**config.mk**
```make
export PLATFORM = sky130hd
export DESIGN_NAME = led_shift_sequencer
export DESIGN_NICKNAME = d
export VERILOG_FILES = /design/src/rtl/led_shift_sequencer.sv
export SDC_FILE = /design/constraint.sdc
export NUM_CORES = 1
export LEC_CHECK = 0
export CORE_UTILIZATION = 40
export DETAILED_ROUTE_END_ITERATION = 16
export SLEW_MARGIN = 10
export SYNTH_ARGS = -nofsm -noshare
export SYNTH_HDL_FRONTEND = slang
export SYNTH_SLANG_ARGS = --single-unit
```
**constraint.sdc**
```tcl
create_clock -name clk -period 5.85 [get_ports clk]
set_input_delay 0.585 -clock clk [delete_from_list [all_inputs] [get_ports clk]]
set_output_delay 0.585 -clock clk [all_outputs]
set_load 0.005 [all_outputs]
```
**src/rtl/led_shift_sequencer.sv**
```systemverilog
// led_shift_sequencer: prescaled LED pattern shifter driven by a valid/ready command port.
// Commands: LOAD, SET_PERIOD, SET_MODE, STEP. Modes: STOP, ROT_R, ROT_L, BOUNCE.
// Optional feature macro LED_PWM_EN: adds a brightness register and a free-running PWM
// counter that gate the LED drive. The parameter PWM_W exists only in that build.
module led_shift_sequencer #(
  parameter int unsigned LEDS_NR       = 24,
  parameter int unsigned PRESC_W       = 23,
  parameter int unsigned PRESC_DEFAULT = 6_000_000
`ifdef LED_PWM_EN
  ,
  parameter int unsigned PWM_W         = 4
`endif
) (
  input  logic               clk,
  input  logic               reset,
  input  logic               cmd_valid,
  output logic               cmd_ready,
  input  logic [1:0]         cmd_op,
  input  logic [LEDS_NR-1:0] cmd_data,
  output logic               tick,
  output logic [LEDS_NR-1:0] pattern,
  output logic [LEDS_NR-1:0] led
);

  typedef enum logic [1:0] {
    OP_LOAD       = 2'd0,
    OP_SET_PERIOD = 2'd1,
    OP_SET_MODE   = 2'd2,
    OP_STEP       = 2'd3
  } op_t;

  typedef enum logic [1:0] {
    MODE_STOP   = 2'd0,
    MODE_ROT_R  = 2'd1,
    MODE_ROT_L  = 2'd2,
    MODE_BOUNCE = 2'd3
  } mode_t;

  typedef enum logic {
    DIR_RIGHT = 1'b0,
    DIR_LEFT  = 1'b1
  } dir_t;

  logic               reset_q;
  logic [PRESC_W-1:0] period;
  logic [PRESC_W-1:0] cnt;
  mode_t              mode;
  dir_t               dir;
  op_t                op;
  logic               accept;
  logic [LEDS_NR-1:0] rot_r;
  logic [LEDS_NR-1:0] rot_l;
  logic [LEDS_NR-1:0] shr;
  logic [LEDS_NR-1:0] shl;
  logic [LEDS_NR-1:0] step_pattern;
  dir_t               step_dir;

  // Tick decodes the prescaler; commands are refused in tick cycles so they never collide.
  assign tick      = (cnt == '0);
  assign cmd_ready = ~reset_q & ~tick;
  assign accept    = cmd_valid & cmd_ready;
  assign op        = op_t'(cmd_op);

  assign rot_r = {pattern[0], pattern[LEDS_NR-1:1]};
  assign rot_l = {pattern[LEDS_NR-2:0], pattern[LEDS_NR-1]};
  assign shr   = {1'b0, pattern[LEDS_NR-1:1]};
  assign shl   = {pattern[LEDS_NR-2:0], 1'b0};

  // One shift of the current mode; STOP uses dir as a rotate (only reachable via STEP).
  always_comb begin
    step_pattern = pattern;
    step_dir     = dir;
    case (mode)
      MODE_STOP:  step_pattern = (dir == DIR_RIGHT) ? rot_r : rot_l;
      MODE_ROT_R: step_pattern = rot_r;
      MODE_ROT_L: step_pattern = rot_l;
      MODE_BOUNCE: begin
        if (dir == DIR_RIGHT) begin
          if (pattern[0]) begin
            step_dir     = DIR_LEFT;
            step_pattern = shl;
          end else begin
            step_pattern = shr;
          end
        end else begin
          if (pattern[LEDS_NR-1]) begin
            step_dir     = DIR_RIGHT;
            step_pattern = shr;
          end else begin
            step_pattern = shl;
          end
        end
      end
    endcase
  end

  // Delayed reset keeps cmd_ready low for the first cycle after reset is released.
  always_ff @(posedge clk) begin
    reset_q <= reset;
  end

  // Prescaler: count down to zero, reload from period; SET_PERIOD restarts the interval.
  always_ff @(posedge clk) begin
    if (reset) begin
      period <= PRESC_W'(PRESC_DEFAULT);
      cnt    <= PRESC_W'(PRESC_DEFAULT);
    end else if (accept && (op == OP_SET_PERIOD)) begin
      period <= cmd_data[PRESC_W-1:0];
      cnt    <= cmd_data[PRESC_W-1:0];
    end else if (tick) begin
      cnt <= period;
    end else begin
      cnt <= cnt - PRESC_W'(1);
    end
  end

  // Pattern, mode and direction: tick-driven shifts and accepted commands never coincide.
  always_ff @(posedge clk) begin
    if (reset) begin
      pattern <= LEDS_NR'(1);
      mode    <= MODE_ROT_R;
      dir     <= DIR_RIGHT;
    end else if (tick) begin
      if (mode != MODE_STOP) begin
        pattern <= step_pattern;
        dir     <= step_dir;
      end
    end else if (accept) begin
      case (op)
        OP_LOAD:       pattern <= cmd_data;
        OP_SET_PERIOD: ;
        OP_SET_MODE: begin
          mode <= mode_t'(cmd_data[1:0]);
          if (mode_t'(cmd_data[1:0]) == MODE_ROT_R) dir <= DIR_RIGHT;
          if (mode_t'(cmd_data[1:0]) == MODE_ROT_L) dir <= DIR_LEFT;
        end
        OP_STEP: begin
          pattern <= step_pattern;
          dir     <= step_dir;
        end
      endcase
    end
  end

`ifdef LED_PWM_EN
  logic [PWM_W-1:0] brightness;
  logic [PWM_W-1:0] pwm_cnt;

  // Brightness comes with SET_MODE; pwm_cnt free-runs and gates lit LEDs.
  always_ff @(posedge clk) begin
    if (reset) begin
      brightness <= '1;
      pwm_cnt    <= '0;
    end else begin
      pwm_cnt <= pwm_cnt + PWM_W'(1);
      if (accept && (op == OP_SET_MODE)) brightness <= cmd_data[PWM_W+3:4];
    end
  end

  assign led = ~(pattern & {LEDS_NR{pwm_cnt <= brightness}});
`else
  assign led = ~pattern;
`endif

endmodule

```
==> run metrics, run 1 <==
final antenna-violating net count=0; synth unique cells=58; Initial DRT Pass Iterations=5; I/O Pins=79; H-Tree Level Count=3; Sink Count=74; DRT iter0 DRCs=271; Setup TNS Final=0 ps; pwr/cell area=224 mW/mm^2; Clock Skews=approximately 15 ps; Worst-Margin Slew=approximately 1100 ps; Async SR Flop Fraction=0; Clock transition at path regs=approximately 80 ps; Startpoint Class=register; Synth warnings=0; EDFF count, synth=0; CTS tree=done; Critical Path RT=about 5300 ps; adder-cell share of the synthesized area=0.00611; layout cells sized above 1=0.0552; Synth Area in XOR/XNOR=0.0235; antenna violations before repair=0; vias in the first global route=roughly 3,500; Min-Delay Startpoint=period[5]$_SDFFE_PP0P_; Max Clk Rate=between 200 and 250 MHz; Total Routing Usage GR=0.228; synthesized cell area=a little over 0.004 mm^2; register area=~0.0015 mm^2; core area=0.00986 mm^2; final hold slack=between 400 and 500 ps; multi-input logic area=between 0.002 and 0.0025 mm^2; simple-gate portion of the synthesized area=0.279; Final Max Slew Viols=0; static leakage=0.00179 uW; routed vias/inst=roughly 5.6; share of the yosys chip area belonging to registers=0.362; post-CTS sizing=0; Synthesized Nets=between 500 and 600; routed length per instance=approximately 16 um; DR vias=between 4,000 and 5,000; number of max-cap violations=0; Cell Rows=36; hold depth=2; worst-skew pair later-pin latency=350 ps; DRC=0; Crit Path Max Fanout=24; Crit. Startpoint=cnt[13]$_SDFF_PP0_; synthesized instance count=538; critical path type=register to output pin; # fillers=~980; Final HPWL DP=8030 um; grt total ovfl=0; worst reg2reg startpoint=cnt[13]$_SDFF_PP0_; DIE AREA=~0.011 mm^2; Slew Limit Headroom=0.254; predominant post-synthesis flop cell=dfxtp_1; Tcrit/Tclk final=0.689; Synth Area per Inst=roughly 7.6 um^2; FF+latch count, synth=74; maximum root-to-sink buffer count=2; post-CTS setup buffers=0; post-synthesis mux area share=0.0199; Synth-to-Final Area Change=24.7%; Root Buffer=clkbuf_8; Placer Congestion=between 0.8 and 0.9; compound-cell area share of the yosys netlist=0.238; critical path arrival=3440 ps; Num CTS Buffers=9; main combinational cell family by area after synthesis=simple AND/OR/NAND/NOR gates; nature of the critical path endpoint=output pin; Starting Density=0.415; fin crit period=between 4000 and 5000 ps; Die H=a little over 100 um; Hold Fails Final Rpt=0; hold_buf cts=0; Max VDD drop=between 100 and 150 uV; Reg2Reg Depth=6; Nets=around 620; Routed WL=approximately 12,000 um; I/O Buffers=78; status=finished clean; largest net degree at the start of global routing=40; diode count=0; first-pass GRT wire length=18,700 um; unrepaired setup endpoints after global routing=no; Hold Path Class=register to register; Setup Viol. Count Final=0; die width=103 um
-- area by class of cell --
type	instances	share of cell area
multi-input combinational	394	0.457
clock inverter	3	0.00785
sequential	74	0.290
clock buffer	13	0.0272
timing repair buffer	86	0.165
inverter	28	0.0206
tap	133	0.0326
-- power breakdown --
group          leakage (uW)  internal (uW)  switching (uW)  total (uW)
clock             0.0000914            197             190         387
combinational       0.00110           97.3             104         201
sequential         0.000603            530            27.4         557
total               0.00179            824             322        1150
-- through the flow --
| step | area [um^2] | power [uW] | util | instances | setup slack (ps) |
|---|---|---|---|---|---|
| final | 5100 | 1150 | 0.517 | 731 | 1820 |
| after floorplan | 4090 | 686 | - | 538 | 3230 |
| after global placement | 4920 | 766 | 0.499 | 715 | 2180 |
| after global routing | 5100 | 1200 | 0.517 | 731 | 1670 |
| after CTS | 5100 | 1150 | 0.517 | 731 | 1780 |
| after detailed placement | 4920 | 769 | 0.499 | 715 | 2140 |
-- state kept, by name, indices dropped and copies added, names as in the netlist --
register	count
cnt	23
dir	1
mode	2
reset_q	1
period	23
pattern	24
-- cell usage in the layout, fill, tap and decap left out, types with 6 or more instances in the layout --
cell type	netlist	routed
nor3_1	7	7
a32o_1	21	21
nand2b_1	27	27
clkbuf_8	0	9
o21ai_0	39	39
nand2_1	69	69
mux2i_1	7	7
o211ai_1	7	7
nor2_1	26	26
xor2_1	6	6
clkdlybuf4s50_1	0	78
nand4_1	7	7
a21oi_1	43	42
inv_1	28	28
buf_4	0	8
nand3_1	55	55
dfxtp_1	74	74
-- logic make-up (layout without fill, tap and decap cells) --
kind of cell	Yosys count	in the layout
flops	74	74
buf+inv	70	130
fa+ha+maj	2	2
mux	8	8
compound gates	148	148
xor+xnor	11	11
simple gates	225	225
-- synthesized netlist by cell type, types with 3 or more instances --
cell      count  share of area
nand3_1      55          0.067
o211ai_1      7          0.013
mux2i_1       7          0.017
a21oi_1      43          0.053
a32o_1       21          0.051
xor2_1        6          0.013
a211o_1       5          0.011
nor3_1        7         0.0086
clkbuf_1     29          0.027
dfxtp_1      74           0.36
nand2_1      69          0.063
or3_1         5         0.0076
xnor2_1       5          0.011
o21a_1        3         0.0055
inv_1        28          0.026
a21o_1        3         0.0055
nand4_1       7          0.011
o31ai_1       4         0.0073
nor2_1       26          0.024
buf_2        10          0.012
nor2b_1       4         0.0061
o21ai_0      39          0.048
nand2b_1     27          0.041
a31o_2        3         0.0064
or4_1         5         0.0092
nor4_1        5         0.0076
-- final timing paths --
check                      endpoint  slack (ps)
min reg2reg  period[5]$_SDFFE_PP0P_         450
max reg2reg  period[6]$_SDFFE_PP0P_        2680
max                       cmd_ready        1820
min          period[5]$_SDFFE_PP0P_         450
-- critical path: stages, from the launching register on --
cell	delay, ps
dfxtp_1	340
or4_1	680
or4_1	670
nor2_2	860
nor2_1	70
clkdlybuf4s50_1	480
-- routing by layer --
layer	up-vias	routed length, um	global-route usage
li1	2032	-	-
met1	1953	5920	0.338
met2	91	5290	0.347
met3	10	397	0.0251
met4	0	124	0.0661
met5	-	0	0
No activity file was read; power rests on OpenSTA's default activity.
==> run 2: changes to the inputs <==
PLACE_DENSITY = 0.67   (was unset)
clock period = 3.6 ns   (was 5.85 ns; I/O delays follow)
==> run metrics, run 2 (synthesis gave the netlist of run 1 again) <==
number of flip-flops in the largest register=24 (unchanged); H-Tree Level Count=3 (unchanged); post-CTS sizing=0 (unchanged); Clock transition at path regs=80 ps (about the same); final setup margin=521 ps (was 1820 ps); Max VDD drop=213 uV (was 132 uV); routed vias/inst=5.58 (was 5.59); DRC=0 (unchanged); post-CTS setup buffers=0 (unchanged); maximum root-to-sink buffer count=2 (unchanged); most frequent cells in the layout=78 x clkdlybuf4s50_1, 74 x dfxtp_1, 69 x nand2_1 (unchanged); crit path to=tick (was cmd_ready); DR vias=4,118 (was 4,086); Root Buffer=clkbuf_8 (unchanged); unrepaired setup endpoints after global routing=no (unchanged); overall power=1960 uW (was 1150 uW); Crit. Startpoint=cnt[13]$_SDFF_PP0_ (unchanged); Startpoint Class=register (unchanged); core area=0.00986 mm^2 (unchanged); number of max-cap violations=0 (unchanged); Hold Path Class=register to register (unchanged); vias in the first global route=3,715 (was 3,533); Hold Fails Final Rpt=0 (unchanged); Critical Path RT=3240 ps (was 5270 ps); die width=103 um (unchanged); I/O Buffers=78 (unchanged); Max Clk Rate=~320 MHz; pwr/cell area=377 mW/mm^2 (was 224 mW/mm^2); Routed WL=11,400 um (was 11,700 um); critical path type=register to output pin (unchanged); CTS tree=done (unchanged); Placer Congestion=0.830 (was 0.808); Setup TNS Final=0 ps (unchanged); Starting Density=0.415 (unchanged); Final HPWL DP=8080 um (was 8030 um); Setup Viol. Count Final=0 (unchanged); largest net degree at the start of global routing=38 (was 40); Synth-to-Final Area Change=27.0% (was 24.7%); hold_buf cts=0 (unchanged); top flop regs=pattern x24, cnt x23, period x23 (unchanged); worst reg2reg startpoint=cnt[13]$_SDFF_PP0_ (unchanged); Nets=631 (was 624); first-pass GRT wire length=18,400 um (was 18,700 um); final hold slack=459 ps (was 455 ps); nature of the critical path endpoint=output pin (unchanged); static leakage=0.00185 uW (was 0.00179 uW); worst slack, placed=820 ps (was 2140 ps); critical path arrival=2720 ps (was 3440 ps); routed length per instance=15.4 um (was 16.0 um); most common cell after layout, fill and taps aside=clkdlybuf4s50_1 (unchanged); Die H=103 um (unchanged); # fillers=958 (was 978); Tcrit/Tclk final=0.855; DRT iter0 DRCs=244 (was 271); Crit Path Max Fanout=8 (was 24); Final Max Slew Viols=0 (unchanged); Num CTS Buffers=9 (unchanged); Clock Skews=11.0 ps (was 15.0 ps); slack of the worst reg-to-reg path=790 ps (was 2680 ps); grt total ovfl=0 (unchanged); Initial DRT Pass Iterations=5 (unchanged); Reg2Reg Depth=5 (was 6); diode count=0 (unchanged); Slew Limit Headroom=0.274 (was 0.254); layout cells sized above 1=0.0711 (was 0.0552); I/O Pins=79 (unchanged); antenna violations before repair=0 (unchanged); Sink Count=74 (unchanged); Cell Rows=36 (unchanged); final core occ=0.527 (was 0.517); worst reg2reg path endpoint=pattern[9]$_SDFFE_PP0P_ (was period[6]$_SDFFE_PP0P_); DIE AREA=0.0106 mm^2 (unchanged); status=finished clean (unchanged); fin crit period=3080 ps; Total Routing Usage GR=0.222 (was 0.228); worst-skew pair later-pin latency=340 ps (was 350 ps); Reg with most FFs=pattern (unchanged); final antenna-violating net count=0 (unchanged); Worst-Margin Slew=1090 ps (was 1120 ps)
run 2: cell count changes in the layout (fill, tap and decap cells not counted):
| cell | delta |
|---|---|
| nor4bb_2 | -1 |
| buf_4 | +7 |
| clkinv_4 | +3 |
| clkbuf_1 | -4 |
| bufinv_16 | +1 |
| clkinv_2 | -2 |
| nor4bb_1 | +1 |
| clkinvlp_4 | +1 |
| inv_6 | +1 |
run 2: per-stage QoR:
step | cells | instance area (um^2)
5_1_grt | 738 | 5200
3_5_place_dp | 722 | 4970
4_1_cts | 738 | 5200
2_1_floorplan | 538 | 4090
3_3_place_gp | 722 | 4970
6_report | 738 | 5200
run 2: critical path: stages, from the launching register on:
cell and delay, ps:
dfxtp_1 340, or4_1 660, or4_1 560, nor3_1 260, clkdlybuf4s50_1 560
run 2: layout make-up:
class | count | area (um^2) | share of cell area
clock buffers | 9 | 124 | 0.0238
clock inverters | 7 | 103 | 0.0197
inverters | 28 | 105 | 0.0202
multi-input cells | 394 | 2320 | 0.447
flip-flops and latches | 74 | 1480 | 0.285
well taps | 133 | 166 | 0.0320
repair buffers | 93 | 893 | 0.172
run 2: layer usage:
metal | routed length (um) | part of all wire | up-vias | GRT usage
li1 | - | - | 2054 | -
met1 | 5240 | 0.46 | 1922 | 0.299
met2 | 5310 | 0.47 | 134 | 0.366
met3 | 694 | 0.061 | 8 | 0.0346
met4 | 98 | 0.0086 | 0 | 0.0639
met5 | 0 | 0 | - | 0
run 2: how the worst min path moves through the flow:
stage | to | startpoint | cells past startpoint
2_1_floorplan | reset_q$_DFF_P_ | reset | 0
3_3_place_gp | period[22]$_SDFFE_PP1P_ | period[22]$_SDFFE_PP1P_ | 2
3_5_place_dp | period[22]$_SDFFE_PP1P_ | period[22]$_SDFFE_PP1P_ | 2
4_1_cts | cnt[9]$_SDFF_PP0_ | period[9]$_SDFFE_PP0P_ | 2
5_1_grt | period[22]$_SDFFE_PP1P_ | period[22]$_SDFFE_PP1P_ | 2
6_report | period[12]$_SDFFE_PP0P_ | period[12]$_SDFFE_PP0P_ | 2
run 2: power by group:
part / internal (uW) / switching, uW / leakage [uW]
registers: 860 / 45.0 / 0.000603
logic: 163 / 166 / 0.00114
clock network: 396 / 331 / 0.000110
total: 1420 / 542 / 0.00185
==> run 3: changes to the inputs <==
CTS_BUF_LIST = sky130_fd_sc_hd__clkbuf_2   (was unset)
SKIP_LAST_GASP = 1   (was unset)
==> run metrics, run 3 (synthesis gave the netlist of run 1 again) <==
DRT iter0 DRCs=279 (was 244); fin crit period=3300 ps (was 3080 ps); critical path arrival=2940 ps (was 2720 ps); status=finished clean (unchanged); Setup Viol. Count Final=0 (unchanged); Metal-1 WL=5230 um (was 5240 um); slack of the worst reg-to-reg path=760 ps (was 790 ps); critical path type=register to output pin (unchanged); Critical Path RT=3240 ps (about the same); crit-path most repeated cell=or4_1 (unchanged); Worst-Margin Slew=1120 ps (was 1090 ps); I/O Pins=79 (unchanged); post-CTS setup buffers=0 (unchanged); routed length per instance=15.4 um (about the same); Synth-to-Final Area Change=25.1% (was 27.0%); Crit Path Max Fanout=8 (unchanged); H-Tree Level Count=3 (unchanged); Reg with most FFs=pattern (unchanged); post-CTS sizing=0 (unchanged); Starting Density=0.415 (unchanged); first-pass GRT wire length=18,300 um (was 18,400 um); vias in the first global route=3,696 (was 3,715); crit path cell chain=or4_1, or4_1, nor3_1, clkdlybuf4s50_1 (unchanged); Clock transition at path regs=240 ps (was 80 ps); Final Max Slew Viols=0 (unchanged); Clock Skews=27.8 ps (was 11.0 ps); routed vias/inst=5.61 (was 5.58); unrepaired setup endpoints after global routing=no (unchanged); number of flip-flops in the largest register=24 (unchanged); Worst path max stage delay=660 ps (about the same); Root Buffer=clkbuf_2 (was clkbuf_8); Setup TNS Final=0 ps (unchanged); Die H=103 um (unchanged); Final HPWL DP=8080 um (unchanged); Hold Fails Final Rpt=0 (unchanged); final hold slack=434 ps (was 459 ps); Num CTS Buffers=9 (unchanged); maximum root-to-sink buffer count=2 (unchanged); placed cell count=722 (unchanged); final setup margin=305 ps (was 521 ps); Slew Limit Headroom=0.256 (was 0.274); CTS tree=done (unchanged); Nets=631 (unchanged); grt total ovfl=0 (unchanged); met2 wire len=5320 um (was 5310 um); Max VDD drop=217 uV (was 213 uV); worst-skew pair later-pin latency=520 ps (was 340 ps); Crit-path slowest cell=or4_1 (unchanged); I/O Buffers=78 (unchanged); DRC=0 (unchanged); worst slack, placed=820 ps (unchanged); most frequent cells in the layout=78 x clkdlybuf4s50_1, 74 x dfxtp_1, 69 x nand2_1 (unchanged); largest net degree at the start of global routing=38 (unchanged); final antenna-violating net count=0 (unchanged); Startpoint Class=register (unchanged); nature of the critical path endpoint=output pin (unchanged); Tcrit/Tclk final=0.915 (was 0.855); Placer Congestion=0.830 (unchanged); hold_buf cts=0 (unchanged); Hold Path Class=primary input to register (was register to register); most common cell after layout, fill and taps aside=clkdlybuf4s50_1 (unchanged); die width=103 um (unchanged); core area=0.00986 mm^2 (unchanged); DIE AREA=0.0106 mm^2 (unchanged); diode count=0 (unchanged); Cell Rows=36 (unchanged); Total Routing Usage GR=0.222 (about the same); static leakage=0.00182 uW (was 0.00185 uW); Max Clk Rate=303 MHz (was 325 MHz); Sink Count=74 (unchanged); top flop regs=pattern x24, cnt x23, period x23 (unchanged); metal3 WL=690 um (was 694 um); Routed WL=11,400 um (about the same); number of max-cap violations=0 (unchanged); Initial DRT Pass Iterations=5 (unchanged); pwr/cell area=351 mW/mm^2 (was 377 mW/mm^2); layout cells sized above 1=0.0711 (unchanged); DR vias=4,137 (was 4,118); antenna violations before repair=0 (unchanged); Top Metal Used=met4 (unchanged); non-filler cells, final=738 (unchanged)
run 3: changes by cell type in the layout (fill, tap and decap cells not counted):
cell      delta
clkbuf_8     -9
clkbuf_2     +9
run 3: worst paths after layout:
kind                            depth (start not counted)                      end               startpoint
worst max-delay path                                    4                     tick       cnt[13]$_SDFF_PP0_
worst min-delay path                                    3  period[15]$_SDFFE_PP1P_             cmd_data[15]
worst max register to register                          5  pattern[9]$_SDFFE_PP0P_       cnt[13]$_SDFF_PP0_
worst min register to register                          2  period[12]$_SDFFE_PP0P_  period[12]$_SDFFE_PP0P_
run 3: layout make-up:
cell class / instances / area [um^2]
clock inverter: 7 / 103
timing repair buffer: 93 / 893
multi-input combinational: 394 / 2320
sequential: 74 / 1480
inverter: 28 / 105
clock buffer: 9 / 45.0
fill: 968 / 4750
tap: 133 / 166
run 3: critical path, delay by kind of cell, from the launching register on:
kind / cells / cell delay (ps)
AND/OR/NAND/NOR: 3 / 1490
buffers and inverters: 1 / 560
flip-flops: 1 / 390
run 3: metrics by stage:
step | total power [uW] | instance area, um^2 | util
floorplan | 1120 | 4090 | -
global placement | 1240 | 4970 | 0.504
detailed placement | 1250 | 4970 | 0.504
CTS | 1810 | 5120 | 0.519
global route | 1890 | 5120 | 0.519
finish | 1790 | 5120 | 0.519
run 3: layer usage:
metal | up-vias | track usage
met2 | 137 | 0.365
met1 | 1939 | 0.300
li1 | 2049 | -
met3 | 12 | 0.0305
met5 | - | 0
met4 | 0 | 0.0704
run 3: power breakdown:
group          switching, uW  internal, uW
clock                    322           236
combinational            166           163
sequential              45.0           863
total                    533          1260
